**config.mk**
```make
export PLATFORM = sky130hd
export DESIGN_NAME = dbg_step_responder_flat
export DESIGN_NICKNAME = d
export VERILOG_FILES = /design/src/rtl/dbg_step_responder_if.sv /design/src/rtl/dbg_step_responder.sv /design/src/flat_wrapper.sv
export SDC_FILE = /design/constraint.sdc
export NUM_CORES = 1
export LEC_CHECK = 0
export CORE_ASPECT_RATIO = 1.4
export CORE_UTILIZATION = 35
export DETAILED_ROUTE_END_ITERATION = 8
export GPL_ROUTABILITY_DRIVEN = 0
export PLACE_DENSITY_LB_ADDON = 0.12
export RECOVER_POWER = 100
export SLEW_MARGIN = 40
export SYNTH_ARGS = -nofsm -noshare
export SYNTH_HDL_FRONTEND = slang
export SYNTH_SLANG_ARGS = --single-unit
```
**constraint.sdc**
```tcl
create_clock -name clk -period 3 [get_ports clk]
set_input_delay 0.6 -clock clk [delete_from_list [all_inputs] [get_ports clk]]
set_output_delay 0.6 -clock clk [all_outputs]
set_load 0.05 [all_outputs]
```
**src/rtl/dbg_step_responder_if.sv**
```systemverilog
// dbg_step_responder_if: signal bundle between the debug link, the core, the
// register file and the step responder.
interface dbg_step_responder_if;
    logic        dbg_halt_req;
    logic        dbg_clock;
    logic [4:0]  dbg_reg_select;
    logic [31:0] cpu_pc;
    logic [31:0] cpu_instr;
    logic        cpu_ce;
    logic [4:0]  rf_dbg_addr;
    logic [31:0] rf_dbg_data;
    logic [31:0] dbg_pc;
    logic [10:0] dbg_instr;
    logic [31:0] dbg_code;
    logic [31:0] dbg_reg_bus;

    modport slave (
        input  dbg_halt_req, dbg_clock, dbg_reg_select, cpu_pc, cpu_instr, rf_dbg_data,
        output cpu_ce, rf_dbg_addr, dbg_pc, dbg_instr, dbg_code, dbg_reg_bus
    );

    modport master (
        output dbg_halt_req, dbg_clock, dbg_reg_select, cpu_pc, cpu_instr, rf_dbg_data,
        input  cpu_ce, rf_dbg_addr, dbg_pc, dbg_instr, dbg_code, dbg_reg_bus
    );
endinterface

```
**src/rtl/dbg_step_responder.sv**
```systemverilog
// dbg_step_responder: turns host halt/step requests into a core clock enable,
// snapshots PC/instruction/status and serves debug register-file reads.
module dbg_step_responder #(
    parameter int SYNC_STAGES   = 2,
    parameter int SETTLE_CYCLES = 2,
    parameter int STEP_CNT_W    = 16
) (
    input logic                 clk,
    input logic                 reset_n,
    dbg_step_responder_if.slave bus
);
    typedef enum logic [1:0] {RUN = 2'd0, HALTED = 2'd1, STEP = 2'd2, SETTLE = 2'd3} state_t;
    localparam int CW = SETTLE_CYCLES > 1 ? $clog2(SETTLE_CYCLES) : 1;

    state_t                          state, state_n;
    logic [SYNC_STAGES-1:0]          halt_sync, clk_sync;
    logic [SYNC_STAGES-1:0][4:0]     sel_sync;
    logic                            clk_prev, halt_s, step_edge, settle_last, busy;
    logic                            pending, pending_n, overrun;
    logic [4:0]                      sel_s, sel_prev;
    logic [CW-1:0]                   settle_cnt;
    logic [STEP_CNT_W-1:0]           step_count;

    assign halt_s      = halt_sync[SYNC_STAGES-1];
    assign sel_s       = sel_sync[SYNC_STAGES-1];
    assign step_edge   = clk_sync[SYNC_STAGES-1] & ~clk_prev;
    assign busy        = (state == STEP) || (state == SETTLE);
    assign settle_last = (state == SETTLE) && (settle_cnt == CW'(SETTLE_CYCLES - 1));
    assign bus.cpu_ce  = (state == RUN) || (state == STEP);

    // Halt synchronizer resets high so the core comes out of reset halted
    always_ff @(posedge clk or negedge reset_n) begin
        if (!reset_n) begin
            halt_sync <= '1;
            clk_sync  <= '0;
            sel_sync  <= '0;
            clk_prev  <= 1'b0;
            sel_prev  <= 5'd0;
        end else begin
            halt_sync <= {halt_sync[SYNC_STAGES-2:0], bus.dbg_halt_req};
            clk_sync  <= {clk_sync[SYNC_STAGES-2:0], bus.dbg_clock};
            sel_sync  <= {sel_sync[SYNC_STAGES-2:0], bus.dbg_reg_select};
            clk_prev  <= clk_sync[SYNC_STAGES-1];
            sel_prev  <= sel_s;
        end
    end

    always_comb begin
        state_n   = state;
        pending_n = pending;
        case (state)
            HALTED:  state_n = !halt_s ? RUN : (step_edge || pending) ? STEP : HALTED;
            RUN:     state_n = halt_s ? HALTED : RUN;
            STEP:    state_n = SETTLE;
            default: state_n = settle_last ? (halt_s ? HALTED : RUN) : SETTLE;
        endcase
        if (busy && step_edge)
            pending_n = 1'b1;
        // Entering RUN discards a queued step, even one arriving this cycle
        if (state_n == STEP || (state_n == RUN && state != RUN))
            pending_n = 1'b0;
    end

    always_ff @(posedge clk or negedge reset_n) begin
        if (!reset_n) begin
            state           <= HALTED;
            pending         <= 1'b0;
            overrun         <= 1'b0;
            step_count      <= '0;
            settle_cnt      <= '0;
            bus.dbg_pc      <= 32'd0;
            bus.dbg_instr   <= 11'd0;
            bus.dbg_code    <= 32'h0000_0001;
            bus.rf_dbg_addr <= 5'd0;
            bus.dbg_reg_bus <= 32'd0;
        end else begin
            state      <= state_n;
            pending    <= pending_n;
            settle_cnt <= (state == SETTLE) ? settle_cnt + 1'b1 : '0;
            if (busy && step_edge && pending)
                overrun <= 1'b1;
            if (state_n == STEP)
                step_count <= step_count + 1'b1;
            if (state == RUN || settle_last) begin
                bus.dbg_pc    <= bus.cpu_pc;
                bus.dbg_instr <= {bus.cpu_instr[30], bus.cpu_instr[14:12], bus.cpu_instr[6:0]};
            end
            bus.dbg_code <= {16'(step_count), 12'd0, overrun, pending, state};
            // Only a select value stable for two cycles is trusted
            if (sel_s == sel_prev)
                bus.rf_dbg_addr <= sel_s;
            bus.dbg_reg_bus <= (bus.rf_dbg_addr == 5'd0) ? 32'd0 : bus.rf_dbg_data;
        end
    end
endmodule

```
**src/flat_wrapper.sv**
```systemverilog
// flat-port wrapper written by rule: the top's interface ports become plain ports
module dbg_step_responder_flat 
#(
    parameter int SYNC_STAGES   = 2,
    parameter int SETTLE_CYCLES = 2,
    parameter int STEP_CNT_W    = 16
)
  (clk, reset_n, bus_dbg_halt_req, bus_dbg_clock, bus_dbg_reg_select, bus_cpu_pc, bus_cpu_instr, bus_rf_dbg_data, bus_cpu_ce, bus_rf_dbg_addr, bus_dbg_pc, bus_dbg_instr, bus_dbg_code, bus_dbg_reg_bus);
  dbg_step_responder_if bus_i ();
  input logic clk;
  input logic reset_n;
  input wire logic [$bits(bus_i.dbg_halt_req)-1:0] bus_dbg_halt_req;
  input wire logic [$bits(bus_i.dbg_clock)-1:0] bus_dbg_clock;
  input wire logic [$bits(bus_i.dbg_reg_select)-1:0] bus_dbg_reg_select;
  input wire logic [$bits(bus_i.cpu_pc)-1:0] bus_cpu_pc;
  input wire logic [$bits(bus_i.cpu_instr)-1:0] bus_cpu_instr;
  input wire logic [$bits(bus_i.rf_dbg_data)-1:0] bus_rf_dbg_data;
  output wire logic [$bits(bus_i.cpu_ce)-1:0] bus_cpu_ce;
  output wire logic [$bits(bus_i.rf_dbg_addr)-1:0] bus_rf_dbg_addr;
  output wire logic [$bits(bus_i.dbg_pc)-1:0] bus_dbg_pc;
  output wire logic [$bits(bus_i.dbg_instr)-1:0] bus_dbg_instr;
  output wire logic [$bits(bus_i.dbg_code)-1:0] bus_dbg_code;
  output wire logic [$bits(bus_i.dbg_reg_bus)-1:0] bus_dbg_reg_bus;
  assign bus_i.dbg_halt_req = bus_dbg_halt_req;
  assign bus_i.dbg_clock = bus_dbg_clock;
  assign bus_i.dbg_reg_select = bus_dbg_reg_select;
  assign bus_i.cpu_pc = bus_cpu_pc;
  assign bus_i.cpu_instr = bus_cpu_instr;
  assign bus_i.rf_dbg_data = bus_rf_dbg_data;
  assign bus_cpu_ce = bus_i.cpu_ce;
  assign bus_rf_dbg_addr = bus_i.rf_dbg_addr;
  assign bus_dbg_pc = bus_i.dbg_pc;
  assign bus_dbg_instr = bus_i.dbg_instr;
  assign bus_dbg_code = bus_i.dbg_code;
  assign bus_dbg_reg_bus = bus_i.dbg_reg_bus;
  dbg_step_responder #(.SYNC_STAGES(SYNC_STAGES), .SETTLE_CYCLES(SETTLE_CYCLES), .STEP_CNT_W(STEP_CNT_W)) u_core (.clk(clk), .reset_n(reset_n), .bus(bus_i));
endmodule
```
==> flow_summary_export.csv <==
group,metric,value,unit
run_status,status,"finished with violations",
run_status,violations,"capacitance limit, slew limit",
cts,worstSkewPairLatency,0.40,ns
yosys,synth_seq_cells,141,
cts,cts_resized,0,
cts,cts_root_buf,"clkbuf_16",
setup_path,critical_path_class,"flip-flop to primary output",
route,wire_per_inst,14.76,µm
cts,cts_hold_buf,0,
route,routed_wl,10520,µm
cts,cts-buffers-inserted,17,
layout,area_delta_synth_final,51.39,%
run,maxCapViolations,1,
sta,rsz0062_at_grt,"no",
route,vias,3079,
grt,grt_antenna_before_repair,0,
cts,cts_tree,"done",
sta,worst_pin_slew,1.736,ns
cts,htree_levels,4,
setup_path,slowest_delay,0.77,ns
route,drtPass1Iterations,4,
sta,finClkSkew,0.006207,ns
layout,fin_area,7486,µm²
route,ant_nets,0,
sta,hold_violations,0,
place,hpwl,7802,µm
cts,clk_pin_slew,0.06,ns
die,rows,51,
die,fp.coreArea,13850,µm²
yosys,synth-warning-count,0,
cts,cts_max_path_buffers,2,
place,pre_cts_ws,1.004,ns
grt,grt_usage,0.1496,
grt,overflow,0,
setup_path,r2r_setup_slack,0.56,ns
cts,cts.sinks,141,
sta,setup-violations-final,0,
route,drt_iter0_drc,50,
layout,diodes,0,
setup_path,cp-start-kind,"flip-flop",
layout,drive_gt1_frac,0.1742,
sta,fmax,0.4056,GHz
setup_path,endpoint_kind,"primary output",
die,die-height,142.6,µm
route,drc,0,
sta,post-route-period-util,0.8218,
grt,grt_pass1_wl,15930,µm
sta,setup-tns-final,0,ns
pwr,max-vdd-ir-drop,0.4590,mV
layout,nNetsFinal,621,
place,io_buffer_count,184,
setup_path,cp_data_required_time,2.40,ns
setup_path,crit_slowest_cell,"dlygate4sd3_1",
pwr,power_density,1124,nW/µm²
cts,post_cts_buffers,0,
hold_path,hold_path_class,"flip-flop to flip-flop",
yosys,syn_area,4945,µm²
sta,slew_headroom,-0.1697,
die,dieWidth,102.5,µm
route,viasPerCell,4.318,
die,ios,218,
yosys,synthCells,319,
sta,post-route-min-period,2.465,ns
yosys,synth-seq-area-share,0.7146,
setup_path,path_cells,"inv_1 > dlygate4sd3_1",
die,die_area,14610,µm²
yosys,synth.distinct_cells,31,
place,postPlaceCellArea,6967,µm²
pwr,p_leak,3.335,nW
grt,grt_pass1_vias,3004,
sta,final-max-slew-violation-count,12,
yosys,syn_area_per_cell,15.50,µm²
die,start_util,0.3571,
setup_path,critPathArrivalTime,1.87,ns
grt,grt_max_degree,62,
sta,fin_ws,0.5347,ns
setup_path,crit_path_max_fanout,6,
path summary, 6_finish.rpt:
check | start | endpoint | cells after the start
setup / recovery | u_core.state[0] | bus_cpu_ce | 2
hold / removal | u_core.clk_sync[0] | u_core.clk_sync[1] | 0
setup reg to reg | u_core.clk_sync[1] | u_core.step_count[1] | 3
hold reg to reg | u_core.clk_sync[0] | u_core.clk_sync[1] | 0
max in group asynchronous | reset_n | u_core.bus.dbg_pc[5] | 2
min in group asynchronous | reset_n | u_core.bus.dbg_instr[0] | 1
Yosys cell counts (all sizes together):
cell type    n  share of area
dfrtp      137           0.69
nand4        1         0.0013
nand2        7         0.0053
o21ai        2         0.0028
or4          1         0.0015
nor4         6          0.016
xor2        12          0.021
inv          7         0.0053
nor3         5         0.0051
nor2b       33          0.042
xnor2        8          0.014
conb         1        0.00076
buf         22          0.031
mux2        49           0.11
and3b        1         0.0018
and4         1         0.0018
ha           1         0.0025
dfstp        4          0.021
a31o         1         0.0018
nand3        5         0.0061
nor2        10         0.0076
o21a         1         0.0015
a21oi        2         0.0020
o2111ai      1         0.0018
or3          1         0.0013
through the flow:
| stage | utilization | hold slack (ns) | total power, mW | cells |
|---|---|---|---|---|
| 3_3_place_gp | 0.5031 | 0.3319 | 6.736 | 681 |
| 5_1_grt | 0.5406 | 0.3579 | 8.823 | 713 |
| 2_1_floorplan | - | 0.3044 | 5.416 | 330 |
| 3_5_place_dp | 0.5031 | 0.3347 | 6.801 | 681 |
| 6_report | 0.5406 | 0.3468 | 8.413 | 713 |
| 4_1_cts | 0.5432 | 0.1632 | 8.761 | 713 |
where the power goes:
part,switching [mW],total [mW],internal (mW)
registers,0.243,2.71,2.47
clock network,0.737,1.92,1.18
logic,2.49,3.78,1.30
total,3.47,8.41,4.94
cells by family after synthesis:
kind of cell | share of synthesized area
flip-flops | 0.7146
buffers and inverters | 0.03619
other | 0.0007584
XOR/XNOR | 0.03543
adder cells (fa/ha/maj) | 0.002530
AO/OA/AOI/OAI | 0.009869
AND/OR/NAND/NOR | 0.08907
multiplexers | 0.1116
state kept, by name (all words and copies together), names as in the netlist, 5 cells and up:
name,cells
u_core.bus.dbg_pc,32
u_core.bus.dbg_reg_bus,32
u_core.bus.dbg_code,20
u_core.step_count,16
u_core.bus.dbg_instr,11
u_core.bus.rf_dbg_addr,5
u_core.sel_prev,5
u_core.sel_s,5
u_core.sel_sync,5
placed cells by master (no fill, tap or decap), drive strengths merged, types with 2 or more instances in the layout:
cell and n:
nor4 6, o21ai 2, xor2 12, nand2 7
mux2 49, a21oi 2, clkbuf 26, nand3 5
nor3 5, clkinvlp 2, dfrtp 137, dfstp 4
conb 12, clkdlybuf4s50 75, xnor2 8, dlygate4sd3 108
inv 7, nor2 10, nor2b 33, clkinv 7
critical path: cells and delay by family (launching register included):
family	cells	cell delay, ns
buf+inv	2	0.86
flops	1	0.60
metal layers:
layer / GRT usage / vias up / wire length, µm / share of wire
met5: 0 / - / 0 / 0
met2: 0.2565 / 114 / 5761 / 0.55
met1: 0.1584 / 1514 / 3773 / 0.36
met4: 0.08346 / 0 / 239 / 0.023
li1: - / 1433 / - / -
met3: 0.05042 / 18 / 750 / 0.071
area by class of cell:
cell class / instances / area, µm²
Fill cell: 1209 / 6361
Sequential cell: 141 / 3533
Timing Repair Buffer: 188 / 1873
Multi-Input combinational cell: 160 / 1266
Clock buffer: 22 / 464.2
Tap cell: 185 / 231.5
Clock inverter: 10 / 91.34
Inverter: 7 / 26.28
Note: power is estimated with default switching activity, not from simulation.
